===== src/rtl/sme_feeder_if.sv =====
// sme_feeder_if: upstream byte stream, matcher-facing byte stream and status.
// master = record source / matcher side, slave = sme_feeder.
interface sme_feeder_if;
  logic       in_valid;
  logic [7:0] in_data;
  logic       in_type;
  logic       in_last;
  logic       in_ready;
  logic       sme_valid;
  logic [7:0] chardata;
  logic       isstring;
  logic       ispattern;
  logic       busy;
  logic       err;

  modport master (
    output in_valid, in_data, in_type, in_last, sme_valid,
    input  in_ready, chardata, isstring, ispattern, busy, err
  );

  modport slave (
    input  in_valid, in_data, in_type, in_last, sme_valid,
    output in_ready, chardata, isstring, ispattern, busy, err
  );
endinterface


===== src/rtl/sme_feeder.sv =====
// sme_feeder: buffers string (32B) / pattern (8B) records, streams them to a matcher.
// Ports: clk, reset (async, active-low), bus (sme_feeder_if.slave).
// Option: `SME_FEEDER_TIMEOUT_EN makes WAIT give up after 100 cycles with err.
module sme_feeder (
  input  logic        clk,
  input  logic        reset,
  sme_feeder_if.slave bus
);

  typedef enum logic [2:0] {
    IDLE, LOAD, SEND_S, SEND_P, WAIT
  } state_t;

  state_t     state, state_d;
  logic [7:0] str_buf [32];
  logic [7:0] pat_buf [8];
  logic [5:0] str_len, str_len_d;
  logic [3:0] pat_len, pat_len_d;
  logic       rec_type, rec_type_d;
  logic       ovf, ovf_d;
  logic       str_pend, str_pend_d;
  logic       str_seen, str_seen_d;
  logic [5:0] idx, idx_d;
  logic [7:0] cd, cd_d;
  logic       is_s, is_s_d;
  logic       is_p, is_p_d;
  logic       err_q, err_d;
`ifdef SME_FEEDER_TIMEOUT_EN
  logic [6:0] tmo, tmo_d;
`endif

  logic       xfer;
  logic       cur_type;
  logic       cur_ovf;
  logic [5:0] s_cur;
  logic [3:0] p_cur;
  logic [7:0] pat0;
  logic       str_we;
  logic       pat_we;

  assign bus.in_ready  = reset & ((state == IDLE) | (state == LOAD));
  assign bus.busy      = (state != IDLE);
  assign bus.chardata  = cd;
  assign bus.isstring  = is_s;
  assign bus.ispattern = is_p;
  assign bus.err       = err_q;

  assign xfer     = bus.in_valid & bus.in_ready;
  // First byte of a record restarts type, length and overflow tracking.
  assign cur_type = (state == IDLE) ? bus.in_type : rec_type;
  assign cur_ovf  = (state == IDLE) ? 1'b0 : ovf;
  assign s_cur    = (state == IDLE) ? 6'd0 : str_len;
  assign p_cur    = (state == IDLE) ? 4'd0 : pat_len;
  assign str_we   = xfer & ~cur_type & (s_cur < 6'd32);
  assign pat_we   = xfer & cur_type & (p_cur < 4'd8);
  // A 1-byte pattern is still being written when it is dispatched.
  assign pat0     = (state == IDLE) ? bus.in_data : pat_buf[0];

  always_ff @(posedge clk) begin
    if (str_we) str_buf[s_cur[4:0]] <= bus.in_data;
    if (pat_we) pat_buf[p_cur[2:0]] <= bus.in_data;
  end

  always_comb begin
    state_d    = state;
    str_len_d  = str_len;
    pat_len_d  = pat_len;
    rec_type_d = rec_type;
    ovf_d      = ovf;
    str_pend_d = str_pend;
    str_seen_d = str_seen;
    idx_d      = idx;
    cd_d       = 8'd0;
    is_s_d     = 1'b0;
    is_p_d     = 1'b0;
    err_d      = 1'b0;
`ifdef SME_FEEDER_TIMEOUT_EN
    tmo_d      = tmo;
`endif
    unique case (state)
      IDLE, LOAD: begin
        if (xfer) begin
          rec_type_d = cur_type;
          state_d    = LOAD;
          if (cur_type) begin
            ovf_d     = cur_ovf | (p_cur == 4'd8);
            pat_len_d = (p_cur == 4'd8) ? p_cur : p_cur + 4'd1;
          end else begin
            ovf_d     = cur_ovf | (s_cur == 6'd32);
            str_len_d = (s_cur == 6'd32) ? s_cur : s_cur + 6'd1;
          end
          if (bus.in_last) begin
            err_d   = ovf_d;
            state_d = IDLE;
            if (!cur_type) begin
              str_pend_d = 1'b1;
              str_seen_d = 1'b1;
            end else if (str_pend) begin
              state_d = SEND_S;
              cd_d    = str_buf[0];
              is_s_d  = 1'b1;
              idx_d   = 6'd1;
            end else if (str_seen) begin
              state_d = SEND_P;
              cd_d    = pat0;
              is_p_d  = 1'b1;
              idx_d   = 6'd1;
            end else begin
              err_d = 1'b1;
            end
          end
        end
      end
      SEND_S: begin
        if (idx < str_len) begin
          cd_d   = str_buf[idx[4:0]];
          is_s_d = 1'b1;
          idx_d  = idx + 6'd1;
        end else begin
          state_d    = SEND_P;
          str_pend_d = 1'b0;
          cd_d       = pat_buf[0];
          is_p_d     = 1'b1;
          idx_d      = 6'd1;
        end
      end
      SEND_P: begin
        if (idx < {2'b00, pat_len}) begin
          cd_d   = pat_buf[idx[2:0]];
          is_p_d = 1'b1;
          idx_d  = idx + 6'd1;
        end else begin
          state_d = WAIT;
`ifdef SME_FEEDER_TIMEOUT_EN
          tmo_d   = 7'd0;
`endif
        end
      end
      WAIT: begin
        if (bus.sme_valid) begin
          state_d = IDLE;
`ifdef SME_FEEDER_TIMEOUT_EN
        end else if (tmo == 7'd99) begin
          state_d = IDLE;
          err_d   = 1'b1;
        end else begin
          tmo_d = tmo + 7'd1;
`endif
        end
      end
      default: state_d = IDLE;
    endcase
  end

  always_ff @(posedge clk or negedge reset) begin
    if (!reset) begin
      state    <= IDLE;
      str_len  <= 6'd0;
      pat_len  <= 4'd0;
      rec_type <= 1'b0;
      ovf      <= 1'b0;
      str_pend <= 1'b0;
      str_seen <= 1'b0;
      idx      <= 6'd0;
      cd       <= 8'd0;
      is_s     <= 1'b0;
      is_p     <= 1'b0;
      err_q    <= 1'b0;
`ifdef SME_FEEDER_TIMEOUT_EN
      tmo      <= 7'd0;
`endif
    end else begin
      state    <= state_d;
      str_len  <= str_len_d;
      pat_len  <= pat_len_d;
      rec_type <= rec_type_d;
      ovf      <= ovf_d;
      str_pend <= str_pend_d;
      str_seen <= str_seen_d;
      idx      <= idx_d;
      cd       <= cd_d;
      is_s     <= is_s_d;
      is_p     <= is_p_d;
      err_q    <= err_d;
`ifdef SME_FEEDER_TIMEOUT_EN
      tmo      <= tmo_d;
`endif
    end
  end

endmodule

===== src/flat_wrapper.sv =====
// flat-port wrapper written by rule: the top's interface ports become plain ports
module sme_feeder_flat 
  (clk, reset, bus_in_valid, bus_in_data, bus_in_type, bus_in_last, bus_sme_valid, bus_in_ready, bus_chardata, bus_isstring, bus_ispattern, bus_busy, bus_err);
  sme_feeder_if bus_i ();
  input  logic clk;
  input  logic reset;
  input wire logic [$bits(bus_i.in_valid)-1:0] bus_in_valid;
  input wire logic [$bits(bus_i.in_data)-1:0] bus_in_data;
  input wire logic [$bits(bus_i.in_type)-1:0] bus_in_type;
  input wire logic [$bits(bus_i.in_last)-1:0] bus_in_last;
  input wire logic [$bits(bus_i.sme_valid)-1:0] bus_sme_valid;
  output wire logic [$bits(bus_i.in_ready)-1:0] bus_in_ready;
  output wire logic [$bits(bus_i.chardata)-1:0] bus_chardata;
  output wire logic [$bits(bus_i.isstring)-1:0] bus_isstring;
  output wire logic [$bits(bus_i.ispattern)-1:0] bus_ispattern;
  output wire logic [$bits(bus_i.busy)-1:0] bus_busy;
  output wire logic [$bits(bus_i.err)-1:0] bus_err;
  assign bus_i.in_valid = bus_in_valid;
  assign bus_i.in_data = bus_in_data;
  assign bus_i.in_type = bus_in_type;
  assign bus_i.in_last = bus_in_last;
  assign bus_i.sme_valid = bus_sme_valid;
  assign bus_in_ready = bus_i.in_ready;
  assign bus_chardata = bus_i.chardata;
  assign bus_isstring = bus_i.isstring;
  assign bus_ispattern = bus_i.ispattern;
  assign bus_busy = bus_i.busy;
  assign bus_err = bus_i.err;
  sme_feeder u_core (.clk(clk), .reset(reset), .bus(bus_i));
endmodule

===== config.mk =====
export PLATFORM = sky130hd
export DESIGN_NAME = sme_feeder_flat
export DESIGN_NICKNAME = d
export VERILOG_FILES = /design/src/rtl/sme_feeder_if.sv /design/src/rtl/sme_feeder.sv /design/src/flat_wrapper.sv
export SDC_FILE = /design/constraint.sdc
export NUM_CORES = 1
export LEC_CHECK = 0
export CORE_UTILIZATION = 30
export CTS_BUF_LIST = sky130_fd_sc_hd__clkbuf_16
export DETAILED_ROUTE_END_ITERATION = 7
export PLACE_DENSITY_LB_ADDON = 0.12
export SYNTH_ARGS = -nofsm -noshare
export SYNTH_HDL_FRONTEND = slang
export SYNTH_SLANG_ARGS = --single-unit

===== constraint.sdc =====
create_clock -name clk -period 4.48 [get_ports clk]
set_input_delay 0.448 -clock clk [delete_from_list [all_inputs] [get_ports clk]]
set_output_delay 0.448 -clock clk [all_outputs]
set_load 0.02 [all_outputs]

[After elaboration in Yosys (flattened, before gate mapping)]
Memory sizes are Yosys's and may differ from the RTL's.
Cells that the tools add are included.
Storage, ports and cells
  register bits: 34
  memory bits (writable): 320
  input port bits: 14
  output and inout bits: 13
  word-level logic and storage cells: 120
  memories kept: 2
Memories
  u_core.str_buf: depth 32, bits a word 8, read ports 2, clocked after memory_dff 0, write ports 1, RTL line sme_feeder.sv:15  | logic [7:0] str_buf [32];
  u_core.pat_buf: depth 8, bits a word 8, read ports 2, clocked after memory_dff 0, write ports 1, RTL line sme_feeder.sv:16  | logic [7:0] pat_buf [8];
Cells by class
  $add $sub $neg: 3
  $lt $le $gt $ge: 4
  eq/ne operators: 15
  muxes and demuxes: 62
  bitwise operators: 10
  reductions and logical operators: 12
Operators by type and width (number)
  2-to-1 mux 8 bit: 8
  2-to-1 mux 6 bit: 9
  2-to-1 mux 1 bit: 29
  case mux 8 bit (3 select lines): 1
  2-to-1 mux 3 bit: 7
  case mux 6 bit (3 select lines): 1
  adder 6 x 1 -> 6 bit, second input constant: 2
  case mux 3 bit (4 select lines): 1
  != test 2 bit, second input constant: 5
  2-to-1 mux 4 bit: 2
  AND reduction 4 bit: 2
  AND 1 bit: 6
  == test 3 x 2 -> 1 bit, second input constant: 2
  == test 6 bit, second input constant: 1
  less-than comparator 6 x 4 -> 1 bit: 1
  less-than comparator 6 bit: 1
  less-than comparator 6 bit, second input constant: 1
  != test 2 x 1 -> 1 bit, second input constant: 3
  AND reduction 3 bit: 2
  AND reduction 6 bit: 1
  nonzero test 3 bit: 2
  AND reduction 5 bit: 1
  adder 4 x 1 -> 4 bit, second input constant: 1
  == test 4 bit, second input constant: 1
  13 further kinds: 16

[Logic depth before layout (Yosys ltp)]
  depth in word-level cells: 11
  depth in mapped cells: 12
  depth with buffers taken out: 9

[Worst setup path after synthesis]
No wires, ideal clock.
  kind: register -> register
  from: reg u_core.state[1]
  to: mem u_core.pat_buf[1][0] (enable)
  arrival: 2.309 ns
  path slack: 1.776 ns
  stages on the path, launching flop included: 6
  clock period less this slack: 2.704 ns
  cell sequence: dfrtp_1 -> buf_2 -> nor3b_2 -> nand2_1 -> or3_1 -> nor4_1
On the way
  longest elaborated chain between the ends: 8
  elaborated cells on any way between the ends: 12
  classes of those cells: order compare: 1; eq/ne: 1; mux: 4; bitwise: 5; reduce/logical: 1
RTL lines
  from (decl): RTL line sme_feeder.sv:14  | state_t state, state_d;
  from (signal assigned): RTL line sme_feeder.sv:173  | state <= state_d;
  == test 3 x 1 -> 1 bit / zero test 3 bit (equally long branches): RTL line sme_feeder.sv:41  | assign bus.in_ready = reset & ((state == IDLE) | (state == LOAD));
  bitwise OR 1 bit (*): RTL line sme_feeder.sv:41
  AND 1 bit (*): RTL line sme_feeder.sv:41
  named net bus_in_ready: RTL line flat_wrapper.sv:12  | output wire logic [$bits(bus_i.in_ready)-1:0] bus_in_ready;
  AND 1 bit (*): RTL line sme_feeder.sv:48  | assign xfer = bus.in_valid & bus.in_ready;
  AND 1 bit (*) (2 in series): RTL line sme_feeder.sv:55  | assign pat_we = xfer & cur_type & (p_cur < 4'd8);
  2-to-1 mux 1 bit (*): RTL line sme_feeder.sv:61  | if (pat_we) pat_buf[p_cur[2:0]] <= bus.in_data;
  2-to-1 mux 1 bit (implied by the code) (*): RTL line sme_feeder.sv:61
  to (decl): RTL line sme_feeder.sv:16
Mark *: on every way through the listed nets, which the timed path passes. The rest lies on a longest branch.

[Final worst setup path]
  from: reg u_core.state[2]
  to: mem u_core.str_buf[3][3] (enable)
On the way
  longest elaborated chain between the ends: 8
  elaborated cells on any way between the ends: 13
  classes of those cells: order compare: 1; eq/ne: 1; mux: 4; bitwise: 6; reduce/logical: 1
RTL lines (RTL line)
  branches (longest 8 deep; another with less-than comparator 6 bit)
  to (decl): sme_feeder.sv:15
Parallel ways; which one is timed is not known.

==> summary.json <==
{
  "setup_path": {
    "worstPathArrival_ns": 3.38,
    "critical_path.most_common_cell": "nand2_1",
    "startpoint_of_the_worst_slack_reg_to_reg_timing_path": "u_core.state[2]",
    "cp-start-kind": "register",
    "endpoint_kind": "register",
    "worst_path_largest_cell_delay_ns": 0.73,
    "crit_start": "u_core.state[2]",
    "timing.critical_path.required_ns": 4.64,
    "critical_path_peak_fanout": 8,
    "crit_chain": "nor3_2 -> mux2i_1 -> nand2_1 -> a21oi_2 -> nand2_1 -> nor2_1",
    "worst-path-buf-inv": 0,
    "slowest_cp_cell": "nor2_1",
    "setup.worst_path.class": "register to register",
    "cp_top_family": "simple AND/OR/NAND/NOR gates"
  },
  "power": {
    "clockPowerShare_pct": 32.3,
    "p_leak_nw": 5.41,
    "net-switching-power_mw": 2.92,
    "switching_share_pct": 30.7,
    "finalPower_mw": 9.52,
    "power-per-cell-area_nw_per_um2": 570,
    "p_seq_share_pct": 43.9,
    "vdd_ir_drop_max_v": 0.000259,
    "power.internal_mw": 6.60,
    "power.share.combinational_pct": 23.8
  },
  "finish": {
    "num_antenna_cells": 0,
    "final_common_cell": "edfxtp_1",
    "layout.cells.most_common_list": "edfxtp_1, mux4_2, nor2_1",
    "n_fill_cell": 4455,
    "final_cells": 1492,
    "post_route_cells_drive_above_1_share_pct": 21.1,
    "nNetsFinal": 875,
    "area_growth_syn_to_layout_pct": 15.6
  },
  "clocking": {
    "worst_path_clk_slew_ns": 0.06,
    "cts.sink_count": 354,
    "cts-root-to-sink-buffers": 3,
    "clkLatencyLatePin_ns": 0.54,
    "cts_tree": "yes",
    "tritoncts.num_buffers": 40,
    "cts_root_buf": "clkbuf_16",
    "htree_levels": 2
  },
  "synth": {
    "synth.yosys.warnings": 0,
    "post_synth_inst_count": 794,
    "synth_ff_type": "edfxtp_1",
    "synth_seq_cells": 354,
    "seq_area_frac_synth_pct": 72.4,
    "synth_nets": 823,
    "netlist-cell-type-count": 52,
    "postSynthAreaPerCell_um2": 18.2,
    "edff_count_synth": 320,
    "synth.cell_area_um2": 14400,
    "synth-async-reset-ratio_pct": 9.60
  },
  "timing": {
    "max_freq_mhz": 311,
    "finalCritPeriodShare_pct": 71.8,
    "finalHoldViolations": 0,
    "final.min_clock_period_ns": 3.22,
    "finalSetupTns_ns": 0,
    "setup-violations-final": 0,
    "timing.final.max_slew_violations": 0,
    "max-slew-margin-rel_pct": 28.6,
    "grt_setup_unrepaired": "false",
    "actual_slew_at_the_worst_max_slew_pin_ns": 1.07,
    "final.setup_skew_ns": 0.0177
  },
  "place": {
    "detailedPlacementHpwl_um": 24300,
    "dpl.cell_count": 1418,
    "routabilityCongestion": 0.792,
    "place.port_buffers": 26
  },
  "routing": {
    "detail_route.wl_per_cell_um": 25.2,
    "avgViaCountPerCell": 5.11,
    "drt_drc_violations_left": 0,
    "route.final.wire_length_um": 37700,
    "route.vias.total": 7624,
    "drt.antenna.violating_nets": 0,
    "first_pass_iters": 5,
    "drt_iter0_drc": 520
  },
  "die": {
    "io_pins": 27,
    "design.die.area_um2": 49000,
    "die_h_um": 221,
    "fp.coreArea_um2": 47600,
    "initial_utilization_pct": 30.3,
    "std_cell_rows": 80,
    "die_x_um": 221
  },
  "job": {
    "drv.max_cap_violation_count": 0
  },
  "global_routing": {
    "grt_use_total_pct": 15.6,
    "grt_antenna_before_repair": 1,
    "grt_start_max_net_pins": 63,
    "via_count_of_the_first_global_routing_pass": 8011,
    "grt_pass1_wl_um": 55500,
    "grt_overflow": 0
  },
  "worst_hold_path": {
    "min-delay-path-class": "register to register",
    "hold_path_start": "u_core.ovf"
  },
  "outcome": {
    "outcome": "completed"
  }
}
-- sequential cells by signal, indices dropped and copies added, names as in the netlist --
register	cells
u_core.bus.err	1
u_core.rec_type	1
u_core.bus.isstring	1
u_core.state	3
u_core.pat_buf	64
u_core.str_len	6
u_core.idx	6
u_core.ovf	1
u_core.bus.ispattern	1
u_core.str_seen	1
u_core.str_buf	256
u_core.bus.chardata	8
u_core.pat_len	4
u_core.str_pend	1
-- synth_stat cells (all sizes together), types with 2 or more instances --
master / n / area, µm²
and3: 2 / 12.5
clkbuf: 14 / 52.6
buf: 28 / 165
nor4: 4 / 25.0
o31ai: 2 / 15.0
o21ai: 21 / 109
or2: 2 / 12.5
dfrtp: 34 / 851
nand2: 39 / 146
a22o: 15 / 131
a211oi: 4 / 30.0
o211ai: 10 / 75.1
a22oi: 24 / 180
nor2b: 5 / 31.3
nand4: 5 / 31.3
nand2b: 5 / 31.3
mux2i: 10 / 100
o22ai: 9 / 56.3
a21oi: 17 / 88.8
o21a: 3 / 22.5
or3: 3 / 18.8
and2: 2 / 12.5
edfxtp: 320 / 9610
inv: 19 / 71.3
mux4: 80 / 1800
a31oi: 8 / 56.3
ha: 15 / 188
mux2: 9 / 101
nor3: 10 / 65.1
nand3: 8 / 40.0
o22a: 2 / 17.5
nor2: 54 / 203
-- repair_timing --
action	4_1_cts	5_1_grt
hold endpoints to repair	33	0
hold buffers	1	0
setup buffers	0	0
gates resized for setup	0	0
-- per-layer routing --
layer	track usage, %	share of wire [%]
met5	0	0
met4	4.39	2.2
met3	2.43	4.7
met2	26.7	50
met1	20.6	43
-- worst reg2reg max path, cell delays in order, from the launching register on --
cell and delay [ns]:
dfrtp_1 0.46, nor3_2 0.27, mux2i_1 0.40, nand2_1 0.28, a21oi_2 0.25, nand2_1 0.44
nor2_1 0.73
-- metrics by stage --
step                      cell area, µm²  setup WS (ns)  util (%)  hold slack [ns]
after floorplan                    14400           1.78         -            0.152
final                              16700           1.26      35.1            0.490
after CTS                          16700           1.25      35.1            0.496
after global routing               16700           1.04      35.1            0.538
after detailed placement           15500           1.21      32.5            0.483
after global placement             15500           1.21      32.5            0.472
-- path summary, 6_finish.rpt --
| kind | to | slack, ns | cells after the start |
|---|---|---|---|
| min in group asynchronous | u_core.pat_len[3] | 0.53 | 3 |
| hold / removal | u_core.ovf | 0.49 | 2 |
| setup / recovery | u_core.str_buf[3][3] | 1.26 | 6 |
| max in group asynchronous | u_core.idx[1] | 3.56 | 3 |
| hold reg to reg | u_core.ovf | 0.49 | 2 |
| setup reg to reg | u_core.str_buf[3][3] | 1.26 | 6 |
-- power by group through the flow --
stage	sequential [mW]	clock, mW	combinational, mW
2_1_floorplan	3.93	0	1.80
3_3_place_gp	4.25	0	2.28
3_5_place_dp	4.25	0	2.29
4_1_cts	4.18	3.15	2.30
5_1_grt	4.22	3.27	2.45
6_report	4.18	3.08	2.26
-- area by class of cell --
| type | instances | area, µm² | area share [%] |
|---|---|---|---|
| flip-flops and latches | 354 | 10500 | 62.7 |
| multi-input cells | 379 | 3700 | 22.1 |
| clock buffers | 41 | 1030 | 6.14 |
| well taps | 615 | 769 | 4.61 |
| repair buffers | 52 | 465 | 2.79 |
| clock inverters | 32 | 206 | 1.24 |
| inverters | 19 | 71.3 | 0.427 |
-- cells by family after synthesis --
group	after synthesis	share of synthesized area, %
DFF	354	72.4
AOI/OAI and AO/OA	123	5.90
and+or+nand+nor	142	4.55
buffers and inverters	61	2.00
adders and majority gates	15	1.30
muxes	99	13.9
Note: power is estimated with default switching activity, not from simulation.
